$ cat src/rtl/muldiv_pkg.sv
// Shared types, constants and op-decode helpers for the RV32M multiply/divide unit.
package muldiv_pkg;

  typedef enum logic [2:0] {
    MUL    = 3'b000,
    MULH   = 3'b001,
    MULHSU = 3'b010,
    MULHU  = 3'b011,
    DIV    = 3'b100,
    DIVU   = 3'b101,
    REM    = 3'b110,
    REMU   = 3'b111
  } md_op_e;

  typedef enum logic [1:0] {
    IDLE,
    CALC,
    FIX
  } md_state_e;

  localparam int unsigned MD_ITERS  = 32;
  localparam logic [31:0] DIV0_QUOT = 32'hFFFF_FFFF;

  function automatic logic is_div(md_op_e op);
    return op[2];
  endfunction

  function automatic logic is_rem(md_op_e op);
    return (op == REM) || (op == REMU);
  endfunction

  function automatic logic a_signed(md_op_e op);
    return (op == MUL) || (op == MULH) || (op == MULHSU) || (op == DIV) || (op == REM);
  endfunction

  function automatic logic b_signed(md_op_e op);
    return (op == MUL) || (op == MULH) || (op == DIV) || (op == REM);
  endfunction

endpackage

$ cat src/rtl/muldiv_abs.sv
// Conditional two's-complement negate: y = neg ? -x : x.
module muldiv_abs #(
  parameter int unsigned W = 32
) (
  input  logic [W-1:0] x,
  input  logic         neg,
  output logic [W-1:0] y
);

  // Negate on request, pass through otherwise.
  always_comb begin
    y = neg ? (~x + W'(1)) : x;
  end

endmodule

$ cat src/rtl/muldiv_unit.sv
// Iterative RV32M multiply/divide: radix-2 shift-add multiply and restoring divide
// on operand magnitudes, with a final sign-fix cycle. Fixed 33-clock latency.
module muldiv_unit
  import muldiv_pkg::*;
#(
  parameter int unsigned XLEN  = 32,
  parameter int unsigned ITERS = MD_ITERS
) (
  input  logic            clk,
  input  logic            rst,
  input  logic            start,
  input  logic [2:0]      op,
  input  logic [XLEN-1:0] a,
  input  logic [XLEN-1:0] b,
  output logic            busy,
  output logic            done,
  output logic [XLEN-1:0] result
);

  localparam int unsigned       CNT_W    = $clog2(ITERS);
  localparam logic [CNT_W-1:0]  CNT_INIT = CNT_W'(ITERS - 1);

  md_state_e        state, state_nx;
  md_op_e           op_in, op_q;
  logic             sa, sb, b_zero;
  logic [CNT_W-1:0] count;
  // acc_hi: product high / partial remainder; acc_lo: multiplier->product low /
  // dividend->quotient; opnd: multiplicand or divisor magnitude.
  logic [31:0]      acc_hi, acc_lo, opnd;
  logic             a_neg, b_neg;
  logic [31:0]      abs_a, abs_b;
  logic [32:0]      add_x, add_y;
  logic             add_cin;
  logic [33:0]      add_sum;
  logic [63:0]      fix_in, fix_out;
  logic             fix_neg;
  logic [31:0]      fix_word;

  assign op_in = md_op_e'(op);
  assign busy  = (state != IDLE);

  // Operand sign flags for the incoming request.
  always_comb begin
    a_neg = a[31] & a_signed(op_in);
    b_neg = b[31] & b_signed(op_in);
  end

  muldiv_abs #(.W(32)) u_abs_a (.x(a), .neg(a_neg), .y(abs_a));
  muldiv_abs #(.W(32)) u_abs_b (.x(b), .neg(b_neg), .y(abs_b));

  // Shared adder: multiply accumulate, or trial subtract (carry out = no borrow).
  always_comb begin
    add_x   = '0;
    add_y   = '0;
    add_cin = 1'b0;
    if (is_div(op_q)) begin
      add_x   = {acc_hi, acc_lo[31]};
      add_y   = ~{1'b0, opnd};
      add_cin = 1'b1;
    end else begin
      add_x   = {1'b0, acc_hi};
      add_y   = acc_lo[0] ? {1'b0, opnd} : '0;
    end
    add_sum = {1'b0, add_x} + {1'b0, add_y} + 34'(add_cin);
  end

  // Sign-fix input selection; divides go through the low half of the 64-bit negator.
  always_comb begin
    fix_in  = {acc_hi, acc_lo};
    fix_neg = sa ^ sb;
    if (is_div(op_q)) begin
      if (is_rem(op_q)) begin
        fix_in  = {32'h0, acc_hi};
        fix_neg = sa;
      end else begin
        fix_in  = {32'h0, (b_zero ? DIV0_QUOT : acc_lo)};
        fix_neg = (sa ^ sb) & ~b_zero;
      end
    end
  end

  muldiv_abs #(.W(64)) u_fix (.x(fix_in), .neg(fix_neg), .y(fix_out));

  // Word select: MUL and all divides take the low word, MULH* the high word.
  always_comb begin
    fix_word = ((op_q == MUL) || is_div(op_q)) ? fix_out[31:0] : fix_out[63:32];
  end

  // Next-state logic.
  always_comb begin
    state_nx = state;
    case (state)
      IDLE:    if (start) state_nx = CALC;
      CALC:    if (count == '0) state_nx = FIX;
      FIX:     state_nx = IDLE;
      default: state_nx = IDLE;
    endcase
  end

  // State register.
  always_ff @(posedge clk or posedge rst) begin
    if (rst) state <= IDLE;
    else     state <= state_nx;
  end

  // Datapath: latch operands, iterate, then register the signed result.
  always_ff @(posedge clk or posedge rst) begin
    if (rst) begin
      op_q   <= MUL;
      sa     <= 1'b0;
      sb     <= 1'b0;
      b_zero <= 1'b0;
      count  <= '0;
      acc_hi <= '0;
      acc_lo <= '0;
      opnd   <= '0;
      done   <= 1'b0;
      result <= '0;
    end else begin
      done <= 1'b0;
      case (state)
        IDLE: begin
          if (start) begin
            op_q   <= op_in;
            sa     <= a_neg;
            sb     <= b_neg;
            b_zero <= (b == '0);
            count  <= CNT_INIT;
            acc_hi <= '0;
            if (is_div(op_in)) begin
              acc_lo <= abs_a;
              opnd   <= abs_b;
            end else begin
              acc_lo <= abs_b;
              opnd   <= abs_a;
            end
          end
        end
        CALC: begin
          if (count != '0) count <= count - CNT_W'(1);
          if (is_div(op_q)) begin
            acc_lo <= {acc_lo[30:0], add_sum[33]};
            acc_hi <= add_sum[33] ? add_sum[31:0] : {acc_hi[30:0], acc_lo[31]};
          end else begin
            acc_hi <= add_sum[32:1];
            acc_lo <= {add_sum[0], acc_lo[31:1]};
          end
        end
        FIX: begin
          result <= fix_word;
          done   <= 1'b1;
        end
        default: ;
      endcase
    end
  end

endmodule

$ cat config.mk
export PLATFORM = sky130hd
export DESIGN_NAME = muldiv_unit
export DESIGN_NICKNAME = d
export VERILOG_FILES = /design/src/rtl/muldiv_pkg.sv /design/src/rtl/muldiv_abs.sv /design/src/rtl/muldiv_unit.sv
export SDC_FILE = /design/constraint.sdc
export NUM_CORES = 1
export LEC_CHECK = 0
export CAP_MARGIN = 20
export CORE_ASPECT_RATIO = 0.8
export CORE_MARGIN = 1.5
export CORE_UTILIZATION = 49
export CTS_CLUSTER_SIZE = 24
export DETAILED_ROUTE_END_ITERATION = 10
export GPL_ROUTABILITY_DRIVEN = 0
export GPL_TIMING_DRIVEN = 0
export PLACE_DENSITY = 0.8
export SYNTH_ARGS = -nofsm -noshare
export SYNTH_HDL_FRONTEND = slang
export SYNTH_HIERARCHICAL = 1
export SYNTH_SLANG_ARGS = --single-unit
$ cat constraint.sdc
create_clock -name clk -period 6.5 [get_ports clk]
set_clock_uncertainty 0.15 [all_clocks]
set_input_delay 1.3 -clock clk [delete_from_list [all_inputs] [get_ports clk]]
set_output_delay 1.3 -clock clk [all_outputs]
set_load 0.005 [all_outputs]
==> run_results.csv, run 1 <==
group,metric,value,unit
timing,drv_slew,0,
clock_tree,cts-resized-gates,0,
timing,worstMarginPinSlew,1.03,ns
critical_path,cp_cell_sequence,"clkbuf_1 > clkbuf_1 > clkbuf_1 > clkbuf_1 > a21o_1 > ha_1 > buf_2 > a21oi_1 > o21ai_0 > a221oi_2 > and3_1 > nand3_2 > a31oi_1 > or3_1 > a221oi_2 > a32o_1",
timing,rsz0062_at_grt,"no",
yosys,synth_edf_count,0,
placement,placed_cells,2089,
critical_path,crit_path_top_delay_cell,"clkbuf_1",
critical_path,endpoint_kind,"flip-flop",
placement,portBuffers,102,
detailed_routing,viasPerCell,6.49,
timing,hold_violations,0,
detailed_routing,wl,45300,µm
power_and_ir_drop,ir_drop,0.250,mV
global_route,grt_max_degree,102,
critical_path,crit_cells,16,
clock_tree,cts_root_buf,"clkbuf_16",
critical_path,rr_worst_depth,16,
outcome,status,"finished clean",
flow_run,drv_cap,0,
yosys,synth_fp_nets,1731,
die,fp.coreArea,27400,µm²
clock_tree,cts_tree,"yes",
detailed_routing,drt-initial-drc-count,1713,
placement,dpl.hpwl,35300,µm
clock_tree,clk_latency,0.45,ns
final_layout,stdcell_count,2121,
timing,finalCritPeriodShare,86.0,%
critical_path,crit_arrival,5.77,ns
critical_path,crit_path_frequent_cell,"clkbuf_1",
critical_path,cpPeakStageDelay,0.71,ns
power_and_ir_drop,leakage,6.40,nW
clock_tree,holdBufCountCts,0,
yosys,netlist_area,13700,µm²
detailed_routing,drc,0,
global_route,grt_pass1_vias,13100,
critical_path,path_delay_family,"buffers and inverters",
power_and_ir_drop,pwr_density_cell,618,nW/µm²
detailed_routing,dr.pass1.iters,8,
final_layout,multiInputGateArea,9500,µm²
critical_path,cp_num_buf_inv,5,
final_layout,regArea,3550,µm²
clock_tree,cts_buffers,17,
final_layout,antenna_cells,0,
die,rows,54,
final_layout,drive_gt1_share,7.06,%
yosys,async_reset_ff_share,100,%
die,die_w,190,µm
clock_tree,clk_pin_slew,0.06,ns
timing,setup_violations,0,
yosys,synth.distinct_cells,91,
timing,layout_min_cycle_time,5.59,ns
clock_tree,htree_levels,4,
global_route,grt_antenna_before_repair,0,
final_layout,fillers,2383,
die,die_h,152,µm
final_layout,area_delta_synth_final,15.9,%
critical_path,critPathKind,"flip-flop to flip-flop",
global_route,grt_first_pass_wirelength,71000,µm
die,initial_core_util,49.9,%
yosys,ys.flop_type,"dfrtp_1",
critical_path,cp.required,6.67,ns
final_layout,nets,1853,
detailed_routing,antenna_left,0,
timing,fmax,179,MHz
clock_tree,clkSinkCount,142,
die,io_pins,104,
detailed_routing,vias,13800,
clock_tree,post-cts-setup-buffer-count,0,
die,die_area,28900,µm²
min_path,worstHoldPathCells,2,
critical_path,crit_path_max_fanout,10,
global_route,grtUsageTotal,31.1,%
critical_path,startpoint_type,"flip-flop",
yosys,ys_ff_latch,142,
yosys,synthCells,1622,
clock_tree,clock_path_buffers,2,
yosys,yosysSeqAreaShare,26.0,%
global_route,globalRoute.totalOverflow,0,
yosys,syn_area_per_cell,8.42,µm²
timing,relSlewSlack,30.7,%
min_path,hp-class,"flip-flop to flip-flop",
power_and_ir_drop,total_power,0.00978,W
detailed_routing,wire_per_inst,21.4,µm
yosys,ys.warnings.count,6,
## power breakdown
part           total, W  internal, W  leakage [nW]  switching [W]
logic           0.00693      0.00272          4.44        0.00421
registers       0.00172      0.00124          1.64       0.000480
clock network   0.00113     0.000721         0.320       0.000412
total           0.00978      0.00468          6.40        0.00510
## state kept, by name (all words and copies together) (netlist names)
name	flops
acc_hi	32
acc_lo	32
b_zero	1
count	5
done	1
op_q	3
opnd	32
result	32
sa	1
sb	1
state	2
## synthesized netlist by cell type (12+ instances only)
cell type	number	area [µm²]
nand4_1	14	87.6
a211oi_1	13	97.6
nand2b_1	17	106
inv_1	35	131
o31ai_1	42	315
o21ai_1	16	80.1
o41ai_2	12	195
nand3_1	25	125
buf_1	12	45.0
nor3_1	12	60.1
a22oi_1	15	113
nor2b_1	35	219
nand2_1	226	848
or3_1	15	93.8
nor2_1	42	158
a21o_1	44	330
o211ai_1	38	285
a21oi_1	34	170
o41ai_1	19	166
xnor2_1	136	1190
ha_1	37	463
clkbuf_1	83	312
mux2i_1	149	1490
o21ai_0	195	976
dfrtp_1	142	3550
nor4_1	16	100
o22a_1	35	307
## cell type report
cell class                      instances  area share (%)
Multi-Input combinational cell       1336            60.0
Sequential cell                       142            22.4
Timing Repair Buffer                  103            6.62
Buffer                                109            2.98
Tap cell                              364            2.88
Clock buffer                           18            2.71
Clock inverter                         14            1.52
Inverter                               35           0.861
## logic make-up (layout without fill, tap and decap cells)
group           after synthesis  in the layout  share of synthesized area (%)
xor+xnor                    146            146                           9.36
mux                         153            153                           11.3
fa+ha+maj                    39             39                           3.68
flops                       142            142                           26.0
compound gates              521            521                           26.3
simple gates                477            477                           19.0
buf+inv                     144            279                           4.41
## path summary, 6_finish.rpt
kind	startpoint	end	slack (ns)
max	op_q[2]$_DFFE_PP0P_	acc_hi[31]$_DFFE_PP0P_	0.91
min	result[23]$_DFFE_PP0P_	result[23]$_DFFE_PP0P_	0.32
max reg2reg	op_q[2]$_DFFE_PP0P_	acc_hi[31]$_DFFE_PP0P_	0.91
min reg2reg	result[23]$_DFFE_PP0P_	result[23]$_DFFE_PP0P_	0.32
max in group asynchronous	rst	op_q[2]$_DFFE_PP0P_	4.28
min in group asynchronous	rst	acc_hi[21]$_DFFE_PP0P_	1.09
## worst reg2reg max path, stage by stage, from the launching register on
cell and delay (ns):
dfrtp_1 0.43, clkbuf_1 0.40, clkbuf_1 0.57, clkbuf_1 0.71, clkbuf_1 0.48, a21o_1 0.23
ha_1 0.23, buf_2 0.17, a21oi_1 0.18, o21ai_0 0.23, a221oi_2 0.53, and3_1 0.24
nand3_2 0.08, a31oi_1 0.32, or3_1 0.20, a221oi_2 0.08, a32o_1 0.25
## placed cells by master, fill, tap and decap left out, types with 19 or more instances in the layout
cell type	Yosys	layout
nand2_1	226	226
ha_1	37	37
o41ai_1	19	19
nand3_1	25	25
a21oi_1	34	34
mux2i_1	149	149
a21o_1	44	44
o31ai_1	42	42
nor2_1	42	42
o22a_1	35	35
nor2b_1	35	35
clkdlybuf4s50_1	0	102
o21ai_0	195	195
xnor2_1	136	136
clkbuf_1	83	84
inv_1	35	34
o211ai_1	38	38
dfrtp_1	142	142
## metal layers
metal	track usage, %	vias up	part of all wire, %
li1	-	6256	-
met1	42.2	6413	41
met2	47.9	933	43
met3	7.25	158	12
met4	11.6	0	3.6
met5	0	-	0
## per-stage QoR
step	hold WS, ns	setup WS [ns]	area, µm²	util, %	TNS [ns]
after global routing	0.346	0.672	15800	57.9	0
after CTS	0.333	1.14	15800	57.9	0
final	0.324	0.909	15800	57.9	0
after detailed placement	0.320	1.13	15200	55.4	0
after global placement	0.313	-0.672	15100	55.3	-92.20
after floorplan	0.296	1.24	13700	-	0
Power figures use the tool's default switching activity.
==> inputs of run 2 (changes only) <==
--- a/config.mk
+++ b/config.mk
@@ -6,14 +6,16 @@
 export NUM_CORES = 1
 export LEC_CHECK = 0
 export CAP_MARGIN = 20
+export CELL_PAD_IN_SITES_DETAIL_PLACEMENT = 2
+export CELL_PAD_IN_SITES_GLOBAL_PLACEMENT = 2
 export CORE_ASPECT_RATIO = 0.8
 export CORE_MARGIN = 1.5
-export CORE_UTILIZATION = 49
+export CORE_UTILIZATION = 37
 export CTS_CLUSTER_SIZE = 24
 export DETAILED_ROUTE_END_ITERATION = 10
 export GPL_ROUTABILITY_DRIVEN = 0
 export GPL_TIMING_DRIVEN = 0
-export PLACE_DENSITY = 0.8
+export PLACE_DENSITY = 0.93
 export SYNTH_ARGS = -nofsm -noshare
 export SYNTH_HDL_FRONTEND = slang
 export SYNTH_HIERARCHICAL = 1
==> run 2 against run 1 <==
Sequential share of layout area shrank 0.11 points. Register-to-register slack worse by 0.76 ns. Core utilization shrank 14 points. Die area increased by 32%. Global-route usage increased by 6.8 points. Worst setup slack worse by 0.76 ns. Sequential power up 4%. Sequential cell count did not move. Wire length increased by 60%. Via count up 10%.
==> run_results.csv, run 2 (synthesized netlist as in run 1, its figures left out) <==
group,metric,value,unit
detailed_routing,antenna_left,0,
timing,layout_min_cycle_time,6.35,ns
clock_tree,cts_tree,"yes",
power_and_ir_drop,power_switching,0.00640,W
timing,worstMarginPinSlew,1.05,ns
placement,placed_cells,2205,
power_and_ir_drop,switching_share,58.3,%
power_and_ir_drop,power_frac_seq,16.3,%
placement,pre_cts_slack,0.588,ns
power_and_ir_drop,leakage,6.37,nW
placement,dpl.hpwl,53900,µm
final_layout,final_cell_mix,"nand2_1 (226), o21ai_0 (195), mux2i_1 (149), dfrtp_1 (142), xnor2_1 (136)",
critical_path,crit_path_frequent_cell,"clkbuf_1",
final_layout,area_delta_synth_final,16.5,%
final_layout,layout_commonest_cell,"nand2_1",
critical_path,crit_path_max_fanout,10,
timing,setup_ws,0.152,ns
clock_tree,cts_buffers,17,
global_route,grt_first_pass_wirelength,108000,µm
final_layout,nets,1854,
clock_tree,clock_path_buffers,2,
critical_path,crit_arrival,6.51,ns
die,io_pins,104,
detailed_routing,viasPerCell,6.79,
power_and_ir_drop,ir_drop,0.217,mV
power_and_ir_drop,p_int,0.00458,W
timing,fmax,158,MHz
power_and_ir_drop,pwr_density_cell,690,nW/µm²
flow_run,drv_cap,0,
detailed_routing,drt-initial-drc-count,1610,
final_layout,stdcell_count,2238,
critical_path,crit_path_top_delay_cell,"clkbuf_1",
outcome,status,"finished clean",
final_layout,drive_gt1_share,7.11,%
timing,relSlewSlack,29.7,%
die,die_area,38100,µm²
power_and_ir_drop,total_power,0.0110,W
global_route,globalRoute.totalOverflow,0,
clock_tree,htree_levels,4,
clock_tree,clkSinkCount,142,
die,fp.coreArea,36100,µm²
clock_tree,post-cts-setup-buffer-count,0,
global_route,grt_antenna_before_repair,1,
clock_tree,holdBufCountCts,0,
die,die_w,218,µm
critical_path,cpPeakStageDelay,0.65,ns
global_route,grt_max_degree,93,
clock_tree,clk_latency,0.48,ns
timing,hold_violations,0,
detailed_routing,wl,72400,µm
global_route,grt_pass1_vias,16400,
timing,setup_violations,0,
timing,fin_setup_tns,0,ns
global_route,grtUsageTotal,37.9,%
detailed_routing,wire_per_inst,32.3,µm
critical_path,startpoint_type,"flip-flop",
timing,finalCritPeriodShare,97.7,%
die,initial_core_util,37.8,%
critical_path,critPathKind,"flip-flop to flip-flop",
min_path,hp-class,"flip-flop to flip-flop",
timing,drv_slew,0,
detailed_routing,dr.pass1.iters,7,
critical_path,endpoint_kind,"flip-flop",
critical_path,cp_cell_sequence,"clkbuf_1 > clkbuf_2 > clkbuf_1 > clkbuf_1 > o21ai_0 > ha_1 > buf_2 > a21oi_1 > o21ai_0 > a21oi_1 > nor2_1 > a211oi_1 > mux2i_1 > a311oi_1 > o22a_1 > o221ai_1",
clock_tree,cts_root_buf,"clkbuf_16",
clock_tree,clk_pin_slew,0.08,ns
final_layout,antenna_cells,0,
power_and_ir_drop,combinationalPowerShare,73.9,%
detailed_routing,vias,15200,
detailed_routing,drc,0,
die,rows,62,
die,die_h,175,µm
timing,rsz0062_at_grt,"no",
critical_path,cp.required,6.66,ns
power_and_ir_drop,p_clk_share,9.8,%
placement,portBuffers,102,
-- run 2: changes by cell type in the layout (fill, tap and decap cells not counted), sizes merged --
cell      change
clkinvlp      +1
clkbuf        +3
bufinv        -4
clkinv        -4
inv           +5
-- run 2: metal layers --
layer	routed length (µm)	GRT usage [%]	share of wire [%]
met1	27900	46.2	39
met2	33800	62.3	47
met3	6560	8.95	9.1
met4	4060	19.2	5.6
met5	14	0	0.019
-- run 2: worst max-delay path, delay by kind of cell, from the launching register on --
family | cells | cell delay [ns]
flip-flops | 1 | 0.53
AND/OR/NAND/NOR | 1 | 0.06
buffers and inverters | 5 | 2.44
adder cells (fa/ha/maj) | 1 | 0.39
multiplexers | 1 | 0.19
AO/OA/AOI/OAI | 8 | 2.40
-- run 2: cell type report --
class | count | area [µm²]
Tap cell | 480 | 601
Clock buffer | 20 | 447
Timing Repair Buffer | 104 | 1060
Buffer | 109 | 473
Multi-Input combinational cell | 1336 | 9500
Fill cell | 4008 | 20200
Clock inverter | 12 | 146
Sequential cell | 142 | 3550
Inverter | 35 | 136
-- run 2: through the flow --
step	util [%]	area [µm²]	hold slack, ns
after floorplan	-	13700	0.296
after global placement	42.3	15300	0.313
after detailed placement	42.4	15300	0.329
after CTS	44.0	15900	0.344
after global routing	44.0	15900	0.363
final	44.0	15900	0.333
-- run 2: timing repair --
action / in CTS / in global routing
resized for setup: 0 / 2
hold endpoints to repair: 0 / 0
endpoints found under the setup margin: 0 / 2
-- run 2: final timing paths --
| path | slack, ns | cells past startpoint | start | to |
|---|---|---|---|---|
| min in group asynchronous | 1.08 | 2 | rst | result[22]$_DFFE_PP0P_ |
| hold reg to reg | 0.33 | 2 | result[10]$_DFFE_PP0P_ | result[10]$_DFFE_PP0P_ |
| hold / removal | 0.33 | 2 | result[10]$_DFFE_PP0P_ | result[10]$_DFFE_PP0P_ |
| setup reg to reg | 0.15 | 16 | op_q[2]$_DFFE_PP0P_ | acc_hi[30]$_DFFE_PP0P_ |
| max in group asynchronous | 4.16 | 3 | rst | opnd[27]$_DFFE_PP0P_ |
| setup / recovery | 0.15 | 16 | op_q[2]$_DFFE_PP0P_ | acc_hi[30]$_DFFE_PP0P_ |
-- run 2: power by group through the flow --
stage          combinational (W)  sequential (W)  clock, W
6_report                 0.00812         0.00179   0.00107
5_1_grt                  0.00846         0.00179   0.00110
4_1_cts                  0.00779         0.00174   0.00107
3_5_place_dp             0.00751         0.00173         0
3_3_place_gp             0.00685         0.00168         0
2_1_floorplan            0.00513         0.00148         0
==> inputs of run 3 (changes only) <==
--- a/config.mk
+++ b/config.mk
@@ -5,7 +5,7 @@
 export SDC_FILE = /design/constraint.sdc
 export NUM_CORES = 1
 export LEC_CHECK = 0
-export CAP_MARGIN = 20
+export CAP_MARGIN = 10
 export CELL_PAD_IN_SITES_DETAIL_PLACEMENT = 2
 export CELL_PAD_IN_SITES_GLOBAL_PLACEMENT = 2
 export CORE_ASPECT_RATIO = 0.8
==> run 3 against run 2 <==
Non-clock buffer count unchanged. First-iteration DRC count unchanged. Clock power about the same. Power unchanged. Global-route usage unchanged. Maximum frequency unchanged. Critical path type unchanged.
==> run_results.csv, run 3 (synthesized netlist as in run 1, its figures left out) <==
group,metric,value,unit
outcome,status,"finished clean",
final_layout,antenna_cells,0,
detailed_routing,wire_per_inst,32.3,µm
die,io_pins,104,
clock_tree,cts_tree,"yes",
detailed_routing,wl,72400,µm
global_route,grt_pass1_vias,16400,
die,die_area,38100,µm²
placement,pre_cts_slack,0.588,ns
clock_tree,clock_path_buffers,2,
final_layout,regArea,3550,µm²
clock_tree,clk_pin_slew,0.08,ns
final_layout,nets,1854,
timing,relSlewSlack,29.7,%
final_layout,drive_gt1_share,7.11,%
power_and_ir_drop,pwr_density_cell,690,nW/µm²
timing,drv_slew,0,
placement,placed_area,15300,µm²
final_layout,fillers,4008,
critical_path,endpoint_kind,"flip-flop",
die,die_w,218,µm
flow_run,drv_cap,0,
detailed_routing,drc,0,
critical_path,critPathKind,"flip-flop to flip-flop",
detailed_routing,wl_met3,6560,µm
clock_tree,cts_buffers,17,
critical_path,cp_num_buf_inv,5,
critical_path,path_delay_family,"buffers and inverters",
global_route,grt_first_pass_wirelength,108000,µm
global_route,grt_antenna_before_repair,1,
critical_path,crit_path_max_fanout,10,
critical_path,crit_path_frequent_cell,"clkbuf_1",
timing,finalCritPeriodShare,97.7,%
die,die_h,175,µm
die,initial_core_util,37.8,%
critical_path,cp.required,6.66,ns
placement,dpl.hpwl,53900,µm
timing,fmax,158,MHz
timing,hold_violations,0,
critical_path,startpoint_type,"flip-flop",
final_layout,final_cell_mix,"nand2_1 (226), o21ai_0 (195), mux2i_1 (149), dfrtp_1 (142), xnor2_1 (136)",
critical_path,crit_path_top_delay_cell,"clkbuf_1",
detailed_routing,dr.pass1.iters,7,
final_layout,area_delta_synth_final,16.5,%
timing,setup_ws,0.152,ns
clock_tree,cts_root_buf,"clkbuf_16",
critical_path,cpPeakStageDelay,0.65,ns
die,rows,62,
clock_tree,htree_levels,4,
clock_tree,holdBufCountCts,0,
global_route,grt_max_degree,93,
detailed_routing,wl_met2,33800,µm
global_route,globalRoute.totalOverflow,0,
clock_tree,clk_latency,0.48,ns
power_and_ir_drop,ir_drop,0.217,mV
timing,rsz0062_at_grt,"no",
die,fp.coreArea,36100,µm²
detailed_routing,top_layer_used,"met5",
detailed_routing,antenna_left,0,
detailed_routing,viasPerCell,6.79,
global_route,grtUsageTotal,37.9,%
critical_path,cp_cell_sequence,"clkbuf_1 > clkbuf_2 > clkbuf_1 > clkbuf_1 > o21ai_0 > ha_1 > buf_2 > a21oi_1 > o21ai_0 > a21oi_1 > nor2_1 > a211oi_1 > mux2i_1 > a311oi_1 > o22a_1 > o221ai_1",
timing,worstMarginPinSlew,1.05,ns
critical_path,crit_arrival,6.51,ns
timing,setup_violations,0,
power_and_ir_drop,total_power,0.0110,W
clock_tree,clkSinkCount,142,
detailed_routing,vias,15200,
timing,layout_min_cycle_time,6.35,ns
placement,portBuffers,102,
final_layout,multiInputGateArea,9500,µm²
detailed_routing,m1WireLength,27900,µm
final_layout,postLayoutCellArea,15900,µm²
power_and_ir_drop,leakage,6.37,nW
detailed_routing,drt-initial-drc-count,1610,
min_path,hp-class,"flip-flop to flip-flop",
timing,whs,0.333,ns
final_layout,layout_commonest_cell,"nand2_1",
[run 3: cell counts in the layout (fill, tap and decap cells not counted)]
No cell type changed its count.
[run 3: through the flow]
step | cells | utilization, % | setup TNS [ns]
floorplan | 1622 | - | 0
global placement | 2204 | 42.3 | -135.08
detailed placement | 2205 | 42.4 | 0
CTS | 2237 | 44.0 | 0
global route | 2238 | 44.0 | 0
finish | 2238 | 44.0 | 0
[run 3: layout make-up]
class | count | share of cell area (%)
flip-flops and latches | 142 | 22.3
plain buffers | 109 | 2.97
inverters | 35 | 0.857
well taps | 480 | 3.77
clock buffers | 20 | 2.81
clock inverters | 12 | 0.920
repair buffers | 104 | 6.63
multi-input cells | 1336 | 59.7
[run 3: worst paths after layout]
kind / startpoint / to / slack (ns) / cells after the start
max: op_q[2]$_DFFE_PP0P_ / acc_hi[30]$_DFFE_PP0P_ / 0.15 / 16
min: result[10]$_DFFE_PP0P_ / result[10]$_DFFE_PP0P_ / 0.33 / 2
max reg2reg: op_q[2]$_DFFE_PP0P_ / acc_hi[30]$_DFFE_PP0P_ / 0.15 / 16
min reg2reg: result[10]$_DFFE_PP0P_ / result[10]$_DFFE_PP0P_ / 0.33 / 2
max in group asynchronous: rst / opnd[27]$_DFFE_PP0P_ / 4.16 / 3
min in group asynchronous: rst / result[22]$_DFFE_PP0P_ / 1.08 / 2
[run 3: worst reg2reg max path, stage by stage, from the launching register on]
cell      delay [ns]
dfrtp_1         0.53
clkbuf_1        0.56
clkbuf_2        0.48
clkbuf_1        0.65
clkbuf_1        0.58
o21ai_0         0.39
ha_1            0.39
buf_2           0.18
a21oi_1         0.24
o21ai_0         0.13
a21oi_1         0.20
nor2_1          0.06
a211oi_1        0.44
mux2i_1         0.19
a311oi_1        0.63
o22a_1          0.24
o221ai_1        0.14
[run 3: routing by layer]
metal | track usage (%) | vias to the layer above
met1 | 46.2 | 7713
li1 | - | 6223
met5 | 0 | -
met4 | 19.2 | 2
met3 | 8.95 | 302
met2 | 62.3 | 961
[run 3: timing repair]
action / CTS / global route
resized for setup: 0 / 2
endpoints found under the setup margin: 0 / 2
buffers inserted: 0 / 0
[run 3: power by group]
group / total [W] / internal, W / switching [W] / leakage, nW
Sequential: 0.00179 / 0.00124 / 0.000551 / 1.64
Combinational: 0.00812 / 0.00276 / 0.00536 / 4.45
Clock: 0.00107 / 0.000584 / 0.000488 / 0.281
Total: 0.0110 / 0.00458 / 0.00640 / 6.37
